File: src/rtl/au_gray_cnt_reg_if.sv
// Command/status bundle for the registered Gray-code counter.
// The master issues clr/load/en commands; the slave (counter) returns its registered state.
interface au_gray_cnt_reg_if #(
  parameter int WIDTH = 8
);
  logic             clr;
  logic             load;
  logic [WIDTH-1:0] load_val;
  logic             en;
  logic [WIDTH-1:0] q_gray;
  logic [WIDTH-1:0] q_bin;
  logic             bin_vld;
  logic             wrap;

  modport master (
    output clr, load, load_val, en,
    input  q_gray, q_bin, bin_vld, wrap
  );

  modport slave (
    input  clr, load, load_val, en,
    output q_gray, q_bin, bin_vld, wrap
  );
endinterface

File: src/rtl/au_gray_cnt_reg.sv
// Registered Gray-code counter with sync clear/load, wrap pulse and a one-cycle-lagged
// binary image. The Gray increment goes through parallel-prefix XOR/AND networks chosen by ARCH.
module au_gray_cnt_reg #(
  parameter int WIDTH = 8,
  parameter int ARCH  = 0
) (
  input logic              clk,
  input logic              rst,
  au_gray_cnt_reg_if.slave bus
);

  localparam int LOGW = (WIDTH > 1) ? $clog2(WIDTH) : 1;

  // Inclusive prefix from bit 0 upward: ARCH 0 ripple, 1 Sklansky, 2 Kogge-Stone.
  function automatic logic [WIDTH-1:0] prefix_op(input logic [WIDTH-1:0] x,
                                                 input logic use_and);
    logic [WIDTH-1:0] r;
    logic [WIDTH-1:0] prev;
    int j;
    r = x;
    if (ARCH == 0) begin
      for (int i = 1; i < WIDTH; i++) begin
        r[i] = use_and ? (r[i] & r[i-1]) : (r[i] ^ r[i-1]);
      end
    end else begin
      for (int l = 0; l < LOGW; l++) begin
        prev = r;
        for (int i = 0; i < WIDTH; i++) begin
          if (ARCH == 1) begin
            j = (((i >> l) & 1) != 0) ? (((i >> l) << l) - 1) : -1;
          end else begin
            j = i - (1 << l);
          end
          if (j >= 0) begin
            r[i] = use_and ? (prev[i] & prev[j]) : (prev[i] ^ prev[j]);
          end
        end
      end
    end
    return r;
  endfunction

  logic [WIDTH-1:0] q_gray_q, q_gray_d;
  logic [WIDTH-1:0] q_bin_q, q_bin_d;
  logic             bin_vld_q, bin_vld_d;
  logic             wrap_q, wrap_d;

  logic [WIDTH-1:0] g_rev, bin_rev, bin_cur, carry_pre, carry, bin_nxt, gray_nxt;
  logic [WIDTH-1:0] max_g;

  // gray2bin is a suffix XOR from the MSB, so it runs the prefix network on reversed bits.
  always_comb begin
    g_rev     = '0;
    bin_cur   = '0;
    carry     = '0;
    for (int i = 0; i < WIDTH; i++) begin
      g_rev[i] = q_gray_q[WIDTH-1-i];
    end
    bin_rev = prefix_op(g_rev, 1'b0);
    for (int i = 0; i < WIDTH; i++) begin
      bin_cur[i] = bin_rev[WIDTH-1-i];
    end
    carry_pre = prefix_op(bin_cur, 1'b1);
    carry[0]  = 1'b1;
    for (int i = 1; i < WIDTH; i++) begin
      carry[i] = carry_pre[i-1];
    end
    bin_nxt  = bin_cur ^ carry;
    gray_nxt = bin_nxt ^ (bin_nxt >> 1);
  end

  always_comb begin
    max_g            = '0;
    max_g[WIDTH-1]   = 1'b1;
    q_gray_d         = q_gray_q;
    wrap_d           = 1'b0;
    if (bus.clr) begin
      q_gray_d = '0;
    end else if (bus.load) begin
      q_gray_d = bus.load_val;
    end else if (bus.en) begin
      q_gray_d = gray_nxt;
      wrap_d   = (q_gray_q == max_g);
    end
    q_bin_d   = bin_cur;
    bin_vld_d = (q_gray_d == q_gray_q);
  end

  always_ff @(posedge clk or posedge rst) begin
    if (rst) begin
      q_gray_q  <= '0;
      q_bin_q   <= '0;
      bin_vld_q <= 1'b1;
      wrap_q    <= 1'b0;
    end else begin
      q_gray_q  <= q_gray_d;
      q_bin_q   <= q_bin_d;
      bin_vld_q <= bin_vld_d;
      wrap_q    <= wrap_d;
    end
  end

  assign bus.q_gray  = q_gray_q;
  assign bus.q_bin   = q_bin_q;
  assign bus.bin_vld = bin_vld_q;
  assign bus.wrap    = wrap_q;

endmodule

File: src/flat_wrapper.sv
// flat-port wrapper written by rule: the top's interface ports become plain ports
module au_gray_cnt_reg_flat 
#(
  parameter int WIDTH = 8,
  parameter int ARCH  = 0
)
  (clk, rst, bus_clr, bus_load, bus_load_val, bus_en, bus_q_gray, bus_q_bin, bus_bin_vld, bus_wrap);
  au_gray_cnt_reg_if #(.WIDTH(WIDTH)) bus_i ();
  input logic clk;
  input logic rst;
  input wire logic [$bits(bus_i.clr)-1:0] bus_clr;
  input wire logic [$bits(bus_i.load)-1:0] bus_load;
  input wire logic [$bits(bus_i.load_val)-1:0] bus_load_val;
  input wire logic [$bits(bus_i.en)-1:0] bus_en;
  output wire logic [$bits(bus_i.q_gray)-1:0] bus_q_gray;
  output wire logic [$bits(bus_i.q_bin)-1:0] bus_q_bin;
  output wire logic [$bits(bus_i.bin_vld)-1:0] bus_bin_vld;
  output wire logic [$bits(bus_i.wrap)-1:0] bus_wrap;
  assign bus_i.clr = bus_clr;
  assign bus_i.load = bus_load;
  assign bus_i.load_val = bus_load_val;
  assign bus_i.en = bus_en;
  assign bus_q_gray = bus_i.q_gray;
  assign bus_q_bin = bus_i.q_bin;
  assign bus_bin_vld = bus_i.bin_vld;
  assign bus_wrap = bus_i.wrap;
  au_gray_cnt_reg #(.WIDTH(WIDTH), .ARCH(ARCH)) u_core (.clk(clk), .rst(rst), .bus(bus_i));
endmodule
File: config.mk
export PLATFORM = sky130hd
export DESIGN_NAME = au_gray_cnt_reg_flat
export DESIGN_NICKNAME = d
export VERILOG_FILES = /design/src/rtl/au_gray_cnt_reg_if.sv /design/src/rtl/au_gray_cnt_reg.sv /design/src/flat_wrapper.sv
export SDC_FILE = /design/constraint.sdc
export NUM_CORES = 1
export LEC_CHECK = 0
export ABC_CLOCK_PERIOD_IN_PS = 3200
export BUFFER_PORTS_ARGS = -buffer_cell sky130_fd_sc_hd__buf_2
export CAP_MARGIN = 40
export CORE_ASPECT_RATIO = 1.4
export CORE_MARGIN = 4
export CORE_UTILIZATION = 47
export DETAILED_ROUTE_END_ITERATION = 6
export MAX_ROUTING_LAYER = met4
export PLACE_DENSITY = 0.75
export SYNTH_ARGS = -nofsm -noshare
export SYNTH_HDL_FRONTEND = slang
export SYNTH_SLANG_ARGS = --single-unit
File: constraint.sdc
create_clock -name clk -period 3.2 [get_ports clk]
set_input_delay 0.64 -clock clk [delete_from_list [all_inputs] [get_ports clk]]
set_output_delay 0.64 -clock clk [all_outputs]
set_load 0.05 [all_outputs]
# ---- Word-level counts from Yosys, hierarchy flattened
# Cells that the tools add are included.
# W data, S select, Z words.
dict set report op_classes {
  eq_ne 2
  muxes 6
  bitwise 15
}
# cell n
set op_table {}
lappend op_table {{$mux W8} 3}
lappend op_table {{$eq A8 B8 Y1} 1}
lappend op_table {{$eq A8 B8 Y1 const B} 1}
lappend op_table {{$xor A8 B7 Y8} 1}
lappend op_table {{$xor A8 B8 Y8} 1}
lappend op_table {{$xor A1 B1 Y1} 7}
lappend op_table {{$and A1 B1 Y1} 6}
lappend op_table {{$mux W1} 3}
dict set report totals {
  reg_bits 18
  in_bits 13
  word_cells 27
}

# ---- Logic depth before layout (Yosys ltp)
dict set report logic_depth {
  depth_word 19
  depth_mapped 11
}

# ---- Worst setup path before layout
# OpenSTA, ideal clock, no wires.
dict set report synth_path {
  path_type {flip-flop to flip-flop}
  from {register u_core.q_gray_q[6], in the netlist u_core.bus.q_gray[6]}
  to {register u_core.bin_vld_q, in the netlist u_core.bus.bin_vld}
  arrival_ns 3.356
  required_time_ns 3.118
  path_slack_ns -0.237
  path_stages_with_launch 12
  cell_sequence {dfrtp_1 inv_1 ha_1 xnor3_2 xnor2_4 xnor2_1 ha_1 and3b_1 and3_1 and3_1 or4_1 nor3_1}
}
dict set report synth_between {
  elab_chain_len 19
}
# element line
set synth_lines {}
lappend synth_lines {{from (decl)} au_gray_cnt_reg.sv:43} ;# logic [WIDTH-1:0] q_gray_q, q_gray_d;
lappend synth_lines {{from (signal assigned)} au_gray_cnt_reg.sv:96} ;# q_gray_q <= q_gray_d;
lappend synth_lines {{$xor A1 B1 Y1 (*) (3 in a row)} au_gray_cnt_reg.sv:23} ;# r[i] = use_and ? (r[i] & r[i-1]) : (r[i] ^ r[i-1]);
lappend synth_lines {{named net u_core.bin_cur[4]} au_gray_cnt_reg.sv:48} ;# logic [WIDTH-1:0] g_rev, bin_rev, bin_cur, carry_pre, carry, bin_nxt, gray_nxt;
lappend synth_lines {{$xor A1 B1 Y1 (*) (2 in a row)} au_gray_cnt_reg.sv:23}
lappend synth_lines {{named net u_core.bin_cur[2]} au_gray_cnt_reg.sv:48}
lappend synth_lines {{$xor A1 B1 Y1 (*)} au_gray_cnt_reg.sv:23}
lappend synth_lines {{named net u_core.bin_cur[1]} au_gray_cnt_reg.sv:48}
lappend synth_lines {{$xor A1 B1 Y1} au_gray_cnt_reg.sv:23}
lappend synth_lines {{$and A1 B1 Y1 (6 in a row)} au_gray_cnt_reg.sv:23}
lappend synth_lines {{$xor A8 B8 Y8 (*)} au_gray_cnt_reg.sv:68} ;# bin_nxt = bin_cur ^ carry;
lappend synth_lines {{$xor A8 B7 Y8 (*)} au_gray_cnt_reg.sv:69} ;# gray_nxt = bin_nxt ^ (bin_nxt >> 1);
lappend synth_lines {{$mux W8 (*)} au_gray_cnt_reg.sv:81} ;# end else if (bus.en) begin
lappend synth_lines {{$mux W8 (*)} au_gray_cnt_reg.sv:79} ;# end else if (bus.load) begin
lappend synth_lines {{$mux W8 (*)} au_gray_cnt_reg.sv:77} ;# if (bus.clr) begin
lappend synth_lines {{$eq A8 B8 Y1 (*)} au_gray_cnt_reg.sv:86} ;# bin_vld_d = (q_gray_d == q_gray_q);
lappend synth_lines {{named net u_core.bin_vld_d} au_gray_cnt_reg.sv:45} ;# logic bin_vld_q, bin_vld_d;
lappend synth_lines {{to (signal assigned)} au_gray_cnt_reg.sv:98} ;# bin_vld_q <= bin_vld_d;
lappend synth_lines {{to (decl)} au_gray_cnt_reg.sv:45}
# Mark *: on every way through the listed nets, which the timed path passes. The rest lies on a longest branch.

# ---- Final worst setup path
# Ends and elaborated chain as after synthesis.

==> impl_metrics.toml <==
[synthesis]
ys_types = 44
synth_area_leaders = "dfrtp_1 (36%), o21ai_0 (4.2%), a21oi_1 (3.8%)"
ys_seq_area_share_pct = 37.8
yosys.area_share.simple_pct = 22.9
synth.area.mux_share_pct = 2.52
synth.largest_area_cell = "dfrtp_1"
avgSynthCellArea_um2 = 8.91
synth_fa_ha_area_share_pct = 2.10
synth_cells = 134
synth_top_family_by_area = "simple AND/OR/NAND/NOR gates"
synth_xor_area_share_pct = 7.23
synth_compound_area_share_pct = 19.6
syn-num-nets = 149
yosysWarnings = 0
synthesis.area_um2 = 1190
yosysTopAreaCellShare_pct = 35.6
synth_seq_cells = 18

[global_route]
grt_antenna_before_repair = 0
gr-usage-all-layers_pct = 19.5
grt_first_pass_wirelength_mm = 4.84
grt_overflow = 0
grt_pass1_vias = 1069
grt_max_degree = 28

[min_path]
hold_class = "input pin to asynchronous set/reset pin"

[timing]
hold_violations = 0
whs_ps = 425
clock_skew_ps = 10.8
rsz0062_at_grt = "false"
fin_crit_sh_pct = 94.0
fin_crit_ps = 3010
fin_ws_ps = 191
finalMaxSlewViolations = 0
setup-violations-final = 0
relSlewSlack_pct = 53.5
fin_setup_tns_ps = 0
tightest_slew_ps = 696
fmax_mhz = 332

[worst_setup_path]
worstPathRequired_ps = 3420
cp-end-kind = "flop"
path_max_fanout = 5
start_kind = "flop"
crit_path_start = "u_core.bus.q_gray[6]"
crit_type = "flop to flop"
arrival_ps = 3230
reg2reg_from = "u_core.bus.q_gray[6]"

[clock_network]
clock_latency_ps = 300
clkSlewWorstSetupHoldPaths_ps = 110
cts_buffer_depth = 2
clock-root-buffer = "clkbuf_4"
cts_tree = "built"
cts_sinks = 18
htreeDepth = 1
cts_made_buffers = 3

[final_layout]
drive_gt1_share_pct = 27.6
fillCellCount = 233
area_growth_pct = 18.0
fin_util_pct = 58.3
stdcell_count = 197
antenna_cells = 0
nets = 179
multi_input_area_um2 = 666
regArea_um2 = 453

[power_and_ir_drop]
power.share.switching_pct = 46.0
max-vdd-ir-drop_mv = 0.443
seqPwrFrac_pct = 35.7
power_frac_comb_pct = 49.3
power_density_nw_per_um2 = 572
p_sw_uw = 371
leakage_nw = 0.665
intPower_uw = 436
clkPwrFrac_pct = 15.0

[route]
vias_per_cell = 5.50
drc = 0
first_pass_iters = 4
routedWlPerCell_um = 14.6
vias = 1083
drt_iter0_drc = 37
ant_nets = 0
drt_wl_total_mm = 2.87

[die]
core-area_um2 = 2420
die_width_um = 50.6
die_area_um2 = 3420
start_util_pct = 49.4
rows = 21
ioPinCount = 31
die-height_um = 67.6

[placement]
placed_cells = 192
portBuffers = 30
post-dp-hpwl_mm = 2.19
gp_congestion = 0.930
dpl_worst_slack_ps = 46.2

[run]
maxCapViolations = 0

[run_status]
status = "finished clean"
==> layer usage <==
layer  part of all wire (%)  vias up  global-route usage, %
met1                     41      512                   22.7
met4                    2.6        0                   12.1
met5                      0        -                      -
met2                     52       34                   31.4
met3                    4.7        8                   3.31
li1                       -      529                      -
==> critical path, cell delays in order, from the launching register on <==
cell and delay, ps:
dfrtp_2 400, inv_1 90, ha_4 300, xnor3_2 320
xnor2_4 170, xnor2_1 190, ha_1 210, and3b_1 230
and3_1 210, and3_1 160, or4_1 480, nor3_2 190
==> kinds of logic (layout without fill, tap and decap cells) <==
logic type	Yosys count	in the layout
xor+xnor	6	6
mux	3	3
buf+inv	19	48
flops	18	18
fa+ha+maj	2	2
compound gates	36	36
simple gates	50	50
==> cells in the final DEF, fill, tap and decap left out, types with 2 or more instances in the layout <==
master,netlist,layout
xnor2_1,3,3
nand2b_1,7,7
inv_1,9,9
nor2_1,10,10
dfrtp_1,17,16
and3_1,2,2
nor3_1,4,3
nor2b_1,6,6
a21oi_1,9,9
buf_2,0,30
a211oi_1,3,3
o311ai_0,2,2
mux2i_1,3,3
buf_4,1,5
o2111ai_1,2,2
o21ai_0,10,10
o211ai_1,2,2
clkbuf_4,0,3
nand2_1,9,9
and2_1,3,3
==> repair_timing <==
action | CTS | global route
gates resized for setup | 0 | 3
hold buffers | 0 | 0
setup buffers | 0 | 1
endpoints found under the setup margin | 0 | 1
==> cell usage after synthesis <==
cell and number:
nand4_1 1, clkbuf_1 6, ha_1 2, a311o_1 1
and3_1 2, or3_1 1, mux2i_1 3, xnor2_1 3
a21oi_1 9, nor4b_1 1, nand2_1 9, nor2_1 10
buf_4 1, nand2b_1 7, nand3_1 1, and4_1 1
dfrtp_1 17, or4_1 1, nor2b_1 6, o311ai_0 2
o2111ai_1 2, o211ai_1 2, o41ai_1 1, o21ai_0 10
a41oi_1 1, and3b_1 1, buf_6 1, clkbuf_8 1
nand3b_1 1, xor2_1 1, clkbuf_2 1, o22ai_1 1
a21oi_2 1, a22oi_1 1, a211oi_1 3, a211o_1 1
xnor3_2 1, nor3_1 4, and2_1 3, dfstp_2 1
or4b_1 1, xnor2_4 1, o21a_1 1, inv_1 9
==> final cells by class <==
type,instances,area share (%)
clock buffer,4,1.87
inverter,9,2.40
multi-input combinational,97,47.2
sequential,18,32.1
tap,34,3.02
timing repair buffer,35,13.3
==> state kept, by name (all words and copies together) (netlist names) <==
register,cells
u_core.bus.q_gray,8
u_core.bus.q_bin,8
u_core.bus.bin_vld,1
u_core.bus.wrap,1
==> power groups by stage <==
stage	clock network [mW]	registers [mW]	logic [mW]
2_1_floorplan	0	0.439	0.155
3_3_place_gp	0	0.293	0.384
3_5_place_dp	0	0.293	0.389
4_1_cts	0.125	0.288	0.390
5_1_grt	0.136	0.292	0.426
6_report	0.121	0.288	0.397
==> metrics by stage <==
stage	area [um^2]	total power [mW]
floorplan	1190	0.594
global placement	1360	0.677
detailed placement	1360	0.682
CTS	1380	0.804
global route	1410	0.854
finish	1410	0.806
==> final timing paths <==
check / end / slack, ps / cells after the start
setup / recovery: u_core.bus.bin_vld / 190 / 11
hold reg to reg: u_core.bus.q_bin[7] / 600 / 1
setup reg to reg: u_core.bus.bin_vld / 190 / 11
min in group clk: u_core.bus.q_bin[7] / 600 / 1
hold / removal: u_core.bus.q_gray[4] / 430 / 2
max in group asynchronous: u_core.bus.q_gray[6] / 2280 / 2
Note: power is estimated with default switching activity, not from simulation.
